[src/rtl/labs_search_unit.sv]
// Exhaustive LABS search: walks every sequence under a fixed prefix, accumulates the
// aperiodic-autocorrelation energy one lag per clock and keeps the lowest-energy sequence.
module labs_search_unit #(
    parameter int SEQ_WIDTH    = 8,
    parameter int E_WIDTH      = 16,
    parameter int PREFIX_WIDTH = 4
) (
    input  logic               i_clk,
    input  logic               i_rst_n,
    input  logic [6:0]         i_offset,
    output logic [71:0]        o_seq,
    output logic [E_WIDTH-1:0] o_e,
    output logic               o_done,
    output logic [2:0]         o_state
);

    localparam int FREE = SEQ_WIDTH - PREFIX_WIDTH;
    localparam int KW   = $clog2(SEQ_WIDTH) + 1;
    // Holds (N-1)*(N-1)^2 without wrapping for every legal N.
    localparam int AW   = 3 * $clog2(SEQ_WIDTH + 1) + 1;
    localparam int MW   = (AW > E_WIDTH) ? AW : E_WIDTH;
    localparam logic [KW-1:0] K_LAST = KW'(SEQ_WIDTH - 1);

    typedef enum logic [2:0] {
        S_IDLE = 3'd0,
        S_LOAD = 3'd1,
        S_EVAL = 3'd2,
        S_CMP  = 3'd3,
        S_DONE = 3'd4
    } state_t;

    state_t                  state_q, state_d;
    logic [PREFIX_WIDTH-1:0] prefix_q, prefix_d;
    logic [FREE-1:0]         cnt_q, cnt_d;
    logic [SEQ_WIDTH-1:0]    cand_q, cand_d;
    logic [KW-1:0]           k_q, k_d;
    logic [AW-1:0]           acc_q, acc_d;
    logic [SEQ_WIDTH-1:0]    best_q, best_d;
    logic [E_WIDTH-1:0]      e_q, e_d;
    logic                    done_q, done_d;

    logic [SEQ_WIDTH-1:0]    diff;
    int                      pop;
    int                      c_k;
    logic [AW-1:0]           sq;
    logic [MW-1:0]           acc_ext;
    logic [E_WIDTH-1:0]      acc_sat;
    logic                    unused_offset_bits;

    assign unused_offset_bits = ^i_offset;

    // C_k from the count of disagreeing pairs among the N-k overlapping positions.
    always_comb begin
        diff = cand_q ^ (cand_q >> k_q);
        pop  = 0;
        for (int i = 0; i < SEQ_WIDTH; i++) begin
            if ((i < (SEQ_WIDTH - int'(k_q))) && diff[i]) begin
                pop = pop + 1;
            end
        end
        c_k = (SEQ_WIDTH - int'(k_q)) - 2 * pop;
        sq  = AW'(c_k * c_k);
    end

    always_comb begin
        acc_ext = MW'(acc_q);
        acc_sat = ((acc_ext >> E_WIDTH) != '0) ? '1 : acc_ext[E_WIDTH-1:0];
    end

    always_comb begin
        state_d  = state_q;
        prefix_d = prefix_q;
        cnt_d    = cnt_q;
        cand_d   = cand_q;
        k_d      = k_q;
        acc_d    = acc_q;
        best_d   = best_q;
        e_d      = e_q;
        done_d   = done_q;
        case (state_q)
            S_IDLE: begin
                prefix_d = i_offset[PREFIX_WIDTH-1:0];
                cnt_d    = '0;
                state_d  = S_LOAD;
            end
            S_LOAD: begin
                cand_d  = {prefix_q, cnt_q};
                acc_d   = '0;
                k_d     = KW'(1);
                state_d = S_EVAL;
            end
            S_EVAL: begin
                acc_d = acc_q + sq;
                k_d   = k_q + KW'(1);
                if (k_q == K_LAST) begin
                    state_d = S_CMP;
                end
            end
            S_CMP: begin
                // Strict compare so the earliest candidate wins a tie.
                if (acc_sat < e_q) begin
                    best_d = cand_q;
                    e_d    = acc_sat;
                end
                if (&cnt_q) begin
                    done_d  = 1'b1;
                    state_d = S_DONE;
                end else begin
                    cnt_d   = cnt_q + FREE'(1);
                    state_d = S_LOAD;
                end
            end
            S_DONE: begin
                state_d = S_DONE;
            end
            default: begin
                state_d = S_IDLE;
            end
        endcase
    end

    always_ff @(posedge i_clk) begin
        if (!i_rst_n) begin
            state_q  <= S_IDLE;
            prefix_q <= '0;
            cnt_q    <= '0;
            cand_q   <= '0;
            k_q      <= '0;
            acc_q    <= '0;
            best_q   <= '0;
            e_q      <= '1;
            done_q   <= 1'b0;
        end else begin
            state_q  <= state_d;
            prefix_q <= prefix_d;
            cnt_q    <= cnt_d;
            cand_q   <= cand_d;
            k_q      <= k_d;
            acc_q    <= acc_d;
            best_q   <= best_d;
            e_q      <= e_d;
            done_q   <= done_d;
        end
    end

    assign o_seq   = 72'(best_q);
    assign o_e     = e_q;
    assign o_done  = done_q;
    assign o_state = state_q;

endmodule

[config.mk]
export PLATFORM = sky130hd
export DESIGN_NAME = labs_search_unit
export DESIGN_NICKNAME = d
export VERILOG_FILES = /design/src/rtl/labs_search_unit.sv
export SDC_FILE = /design/constraint.sdc
export NUM_CORES = 1
export LEC_CHECK = 0
export BUFFER_PORTS_ARGS = -buffer_cell sky130_fd_sc_hd__buf_2
export CAP_MARGIN = 0
export CORE_ASPECT_RATIO = 1.5
export CORE_UTILIZATION = 40
export DETAILED_ROUTE_END_ITERATION = 8
export GPL_ROUTABILITY_DRIVEN = 1
export PLACE_DENSITY = 0.62
export REMOVE_ABC_BUFFERS = 1
export SYNTH_ARGS = -nofsm -noshare
export SYNTH_HDL_FRONTEND = slang
export SYNTH_SLANG_ARGS = --single-unit
[constraint.sdc]
create_clock -name i_clk -period 16.4 [get_ports i_clk]
set_input_delay 0.82 -clock i_clk [delete_from_list [all_inputs] [get_ports i_clk]]
set_output_delay 0.82 -clock i_clk [all_outputs]
set_load 0.05 [all_outputs]
Word level (Yosys, flattened, before mapping)
Cells that the tools add are included.
Widths: inputs -> output; s select.
Word-level totals
  bits in registers: 61
  output and inout port bits: 92
Cells by class
  $add $sub $neg: 12
  multiply operators: 1
  $lt $le $gt $ge: 9
  equality and inequality tests: 7
  shift operators: 1
  multiplexer cells: 15
  bitwise logic cells: 1
  reduce and logical (&&, ||, !) cells: 15
Operator list (number)
  $mux 31: 7
  $add 31x2->31 const B: 6
  $mul 32x32->13: 1
  $sub 5x32->32: 1
  $pmux 13 s2: 1
  $lt 4x5->1 const A: 4
  $lt 13x16->1: 1
  $pmux 4 s2: 2
  $pmux 3 s5: 1
  $add 13x13->13: 1
  $lt 3x5->1 const A: 2
  $add 4x1->4 const B: 2
  $logic_and 1x1->1: 8
  $shr 8x4->8: 1
  $xor 8x8->8: 1
  $eq 3x2->1 const B: 2
  $mux 3: 2
  $lt 1x5->1 const A: 1
  $lt 2x5->1 const A: 1
  $reduce_and 5->1: 1
  $sub 4x4->5 const A: 1
  $eq 4x3->1 const B: 1
  $mux 4: 1
  $ne 2x2->1 const B: 2
  8 further kinds: 10

Longest topological paths before layout
  depth in word-level cells: 22
  mapped depth: 59
  depth with buffers taken out: 55

Worst setup path before layout
No wires, ideal clock.
  path kind: register -> register
  from: register k_q[0]
  to: register acc_q[12]
  setup time: 124 ps
  arrival: 11470 ps
  path slack: 4806 ps
  cell stages (with the launch flop): 56
  buffers on the path: 4
  clock period less this slack: 11594 ps
  path through: dfxtp_1 > buf_6 > buf_6 > inv_1 > clkbuf_1 > ha_1 > o21ai_0 > or3_1 > and4_1 > mux2i_2 > inv_1 > ha_1 > o31a_1 > o21bai_1 > a21boi_0 > ha_1 > nand2_1 > o41ai_1 > [20 not listed] > inv_1 > fa_1 > inv_1 > fa_1 > inv_1 > fa_1 > inv_1 > fa_1 > inv_1 > fa_1 > inv_1 > ha_1 > a21boi_0 > o21ai_0 > a21o_1 > and3_1 > o21ai_0 > a21boi_0
Between the ends
  cells in the longest elaborated chain, start to end: 22
  elaborated cells on any way between the ends: 38
  those cells by class: add/sub: 10; mul: 1; order compare: 8; shift: 1; mux: 9; bitwise: 1; reduce/logical: 8
RTL lines
  start: declaration: line 36  | logic [KW-1:0] k_q, k_d;
  start signal: assignment: line 138  | k_q <= k_d;
  $sub 4x4->5 or $shr 8x4->8 (tied branches): line 57, 61, 54
  $lt 1x5->1 or $xor 8x8->8 (tied branches): line 57, 54
  $logic_and 1x1->1: line 57  | if ((i < (SEQ_WIDTH - int'(k_q))) && diff[i]) begin
  $mux 1: line 57
  $add 1x1->2: line 58  | pop = pop + 1;
  $mux 31: line 57
  $add 31x2->31: line 58
  $mux 31: line 57
  [6 not listed]
  $add 31x2->31: line 58
  $mux 31: line 57
  $add 31x2->31: line 58
  $mux 31: line 57
  $sub 5x32->32 (*): line 61  | c_k = (SEQ_WIDTH - int'(k_q)) - 2 * pop;
  $mul 32x32->13 (*): line 62  | sq = AW'(c_k * c_k);
  $add 13x13->13 (*): line 93  | acc_d = acc_q + sq;
  $pmux 13 s2 (*): line 80  | case (state_q)
  end signal: assignment: line 129  | acc_q <= '0;
  end signal: assignment: line 139  | acc_q <= acc_d;
  end: declaration: line 37  | logic [AW-1:0] acc_q, acc_d;
Mark *: on every way between the ends. The rest lies on a longest branch, timed or not.
A chain may end at the register's enable or synchronous reset.

Worst setup path in the final report
Ends and elaborated chain as after synthesis.

==> impl_metrics.tcl <==
set metrics [dict create \
    antennaDiodeCount 0 \
    drc_errors 0 \
    tightest_slew_ns 1.18 \
    worstPathArrival_ns 13.46 \
    dieWidth_um 114 \
    viasPerCell 4.88 \
    drt-initial-drc-count 130 \
    grt_max_degree 82 \
    rsz0062_at_grt "false" \
    yosysMostFrequentCell "inv_1" \
    synth_flop_cell "dfxtp_1" \
    synth_area_leaders "dfxtp_1 (16%), ha_1 (14%), fa_1 (12%)" \
    clk_pin_slew_worst_paths_ns 0.05 \
    cp_max_fo 36 \
    totalWireLength_um 15300 \
    synth-edff-count 0 \
    track_usage_pct 16.7 \
    place_ws_ns 3.13 \
    status "completed" \
    post_cts_buffers 0 \
    synth-async-reset-ratio_pct 0 \
    dp_hpwl_um 11900 \
    tns_ns 0 \
    syn_area_per_cell_sq_um 8.44 \
    io_pins 101 \
    netlist.area_leader.share_pct 15.8 \
    crit_top_cell "inv_1" \
    drv_slew 0 \
    hold_ws_ns 0.455 \
    finalHoldViolations 0 \
    grt_pass1_wl_um 25700 \
    root_buffer "clkbuf_16" \
    final_nets 1031 \
    synth_cell_type_count 85 \
    clock-sinks 59 \
    cts_tree "yes" \
    dieHeight_um 170 \
    io_buffers 33 \
    cts.repair.resized 0 \
    drtPass1Iterations 4 \
    clk_latency_ns 0.33 \
    area_delta_synth_final_pct 4.46 \
    synth_seq_cells 59 \
    grt_pass1_vias 5481 \
    htree_levels 3 \
    critPathSlowestCell "ha_1" \
    clockBufferDepth 2 \
    maxCapViolCount 0 \
    synth_common_cells "inv_1 (114), ha_1 (81), nand2_1 (77)" \
    start_util_pct 41.2 \
    setup_slack_ns 3.15 \
    hold_buffers 0 \
    crit_family "adder cells" \
    critical_path_required_ns 16.61 \
    fin_skew_ns 0.00800 \
    yosys.area.top_type "dfxtp_1" \
    core_region_area_sq_um 18200 \
    grt_overflow 0 \
    fin_crit_ns 13.25 \
    setup_violations 0 \
    antenna_found_initial 0 \
    place_congestion 0.833 \
    cts_inserted_buffers 9 \
    rows 60 \
    drive_gt1_share_pct 9.33 \
    crit_path_start_kind "flip-flop" \
    end_kind "flip-flop" \
    synthCells 888 \
    post-route-period-util_pct 80.8 \
    max_freq_mhz 75.5 \
    critical_path_buf_inv_count 10 \
    postLayoutCoreUtil_pct 43.1 \
    dr_total_vias 5602 \
    yosysWarnings 0 \
    crit_type "flip-flop to flip-flop" \
    num-fill-cells 1859 \
    die_area_sq_um 19300 \
    crit_path_max_incr_delay_ns 0.59 \
    hold_path_class "flip-flop to flip-flop" \
    ant_nets 0 \
    netlist_area_sq_um 7490 \
    wl_per_cell_um 13.3 \
    slew_headroom_pct 21.3 \
    yosysSeqAreaShare_pct 15.8 \
]
[logic make-up after synthesis]
family,after synthesis,synth area share [%]
and+or+nand+nor,263,18.9
buffers and inverters,224,15.7
AOI/OAI and AO/OA,140,13.7
adders and majority gates,127,25.8
DFF,59,15.8
xor gates and xnor gates,41,5.21
muxes,32,4.78
other,2,0.100
[routing by layer]
| layer | part of all wire (%) | global-route usage (%) | up-vias | wire length (um) |
|---|---|---|---|---|
| met5 | 0 | 0 | - | 0 |
| met4 | 1.4 | 4.81 | 0 | 214 |
| met3 | 2.5 | 2.00 | 13 | 387 |
| met2 | 56 | 32.8 | 102 | 8600 |
| met1 | 40 | 18.4 | 2671 | 6060 |
| li1 | - | - | 2816 | - |
[final timing paths]
check | start | to | slack (ns) | cells after the start
worst max register to register | k_q[0]$_SDFFE_PN0P_ | acc_q[12]$_SDFFE_PN0P_ | 3.15 | 53
worst min-delay path | best_q[7]$_SDFFE_PN0P_ | best_q[7]$_SDFFE_PN0P_ | 0.45 | 2
worst min register to register | best_q[7]$_SDFFE_PN0P_ | best_q[7]$_SDFFE_PN0P_ | 0.45 | 2
worst max-delay path | k_q[0]$_SDFFE_PN0P_ | acc_q[12]$_SDFFE_PN0P_ | 3.15 | 53
[state kept, by name, indices dropped and copies added, names as in the netlist]
signal,cells
o_state,3
prefix_q,4
o_done,1
k_q,4
o_e,14
acc_q,13
cnt_q,4
best_q,8
cand_q,8
[worst min-delay path, cell delays in order (launching register included)]
cell,delay (ns)
dfxtp_1,0.30
nand2_1,0.05
mux2i_1,0.05
[metrics by stage]
stage / instances / area (sq um)
CTS: 1148 / 7830
finish: 1148 / 7830
global route: 1148 / 7830
detailed placement: 1132 / 7530
global placement: 1132 / 7530
floorplan: 845 / 6990
[layout make-up]
class	count	area [sq um]	area share (%)
Multi-Input combinational cell	671	5400	69.0
Sequential cell	59	1180	15.1
Inverter	115	432	5.52
Tap cell	248	310	3.97
Clock buffer	11	233	2.97
Timing Repair Buffer	39	210	2.69
Clock inverter	5	62.6	0.799
[cell usage in the layout (no fill, tap or decap), drive strengths merged, types with 3 or more instances in the layout]
cell type	Yosys	routed
a21o	13	13
nand2	79	79
dfxtp	59	59
nor2	49	49
ha	81	81
a22oi	11	11
nor3b	8	8
o21bai	5	5
xor2	14	14
and2	11	11
or2	6	6
and4	3	3
buf	81	39
nor4b	4	4
nor3	4	4
mux2i	26	26
nand4	7	7
or3	7	7
nor2b	45	45
fa	46	46
and3	6	6
and3b	4	4
or3b	3	3
a211oi	6	6
o21ai	25	25
mux2	4	4
o31ai	4	4
nand2b	8	8
inv	114	115
clkbuf	28	11
conb	2	68
a21oi	27	27
a31oi	3	3
nand3	10	10
a21boi	18	18
xnor2	26	26
o211ai	3	3
Power is left out: the tool's default activity adds up to more than one toggle a clock period on the data nets, which glitch-free logic cannot reach.
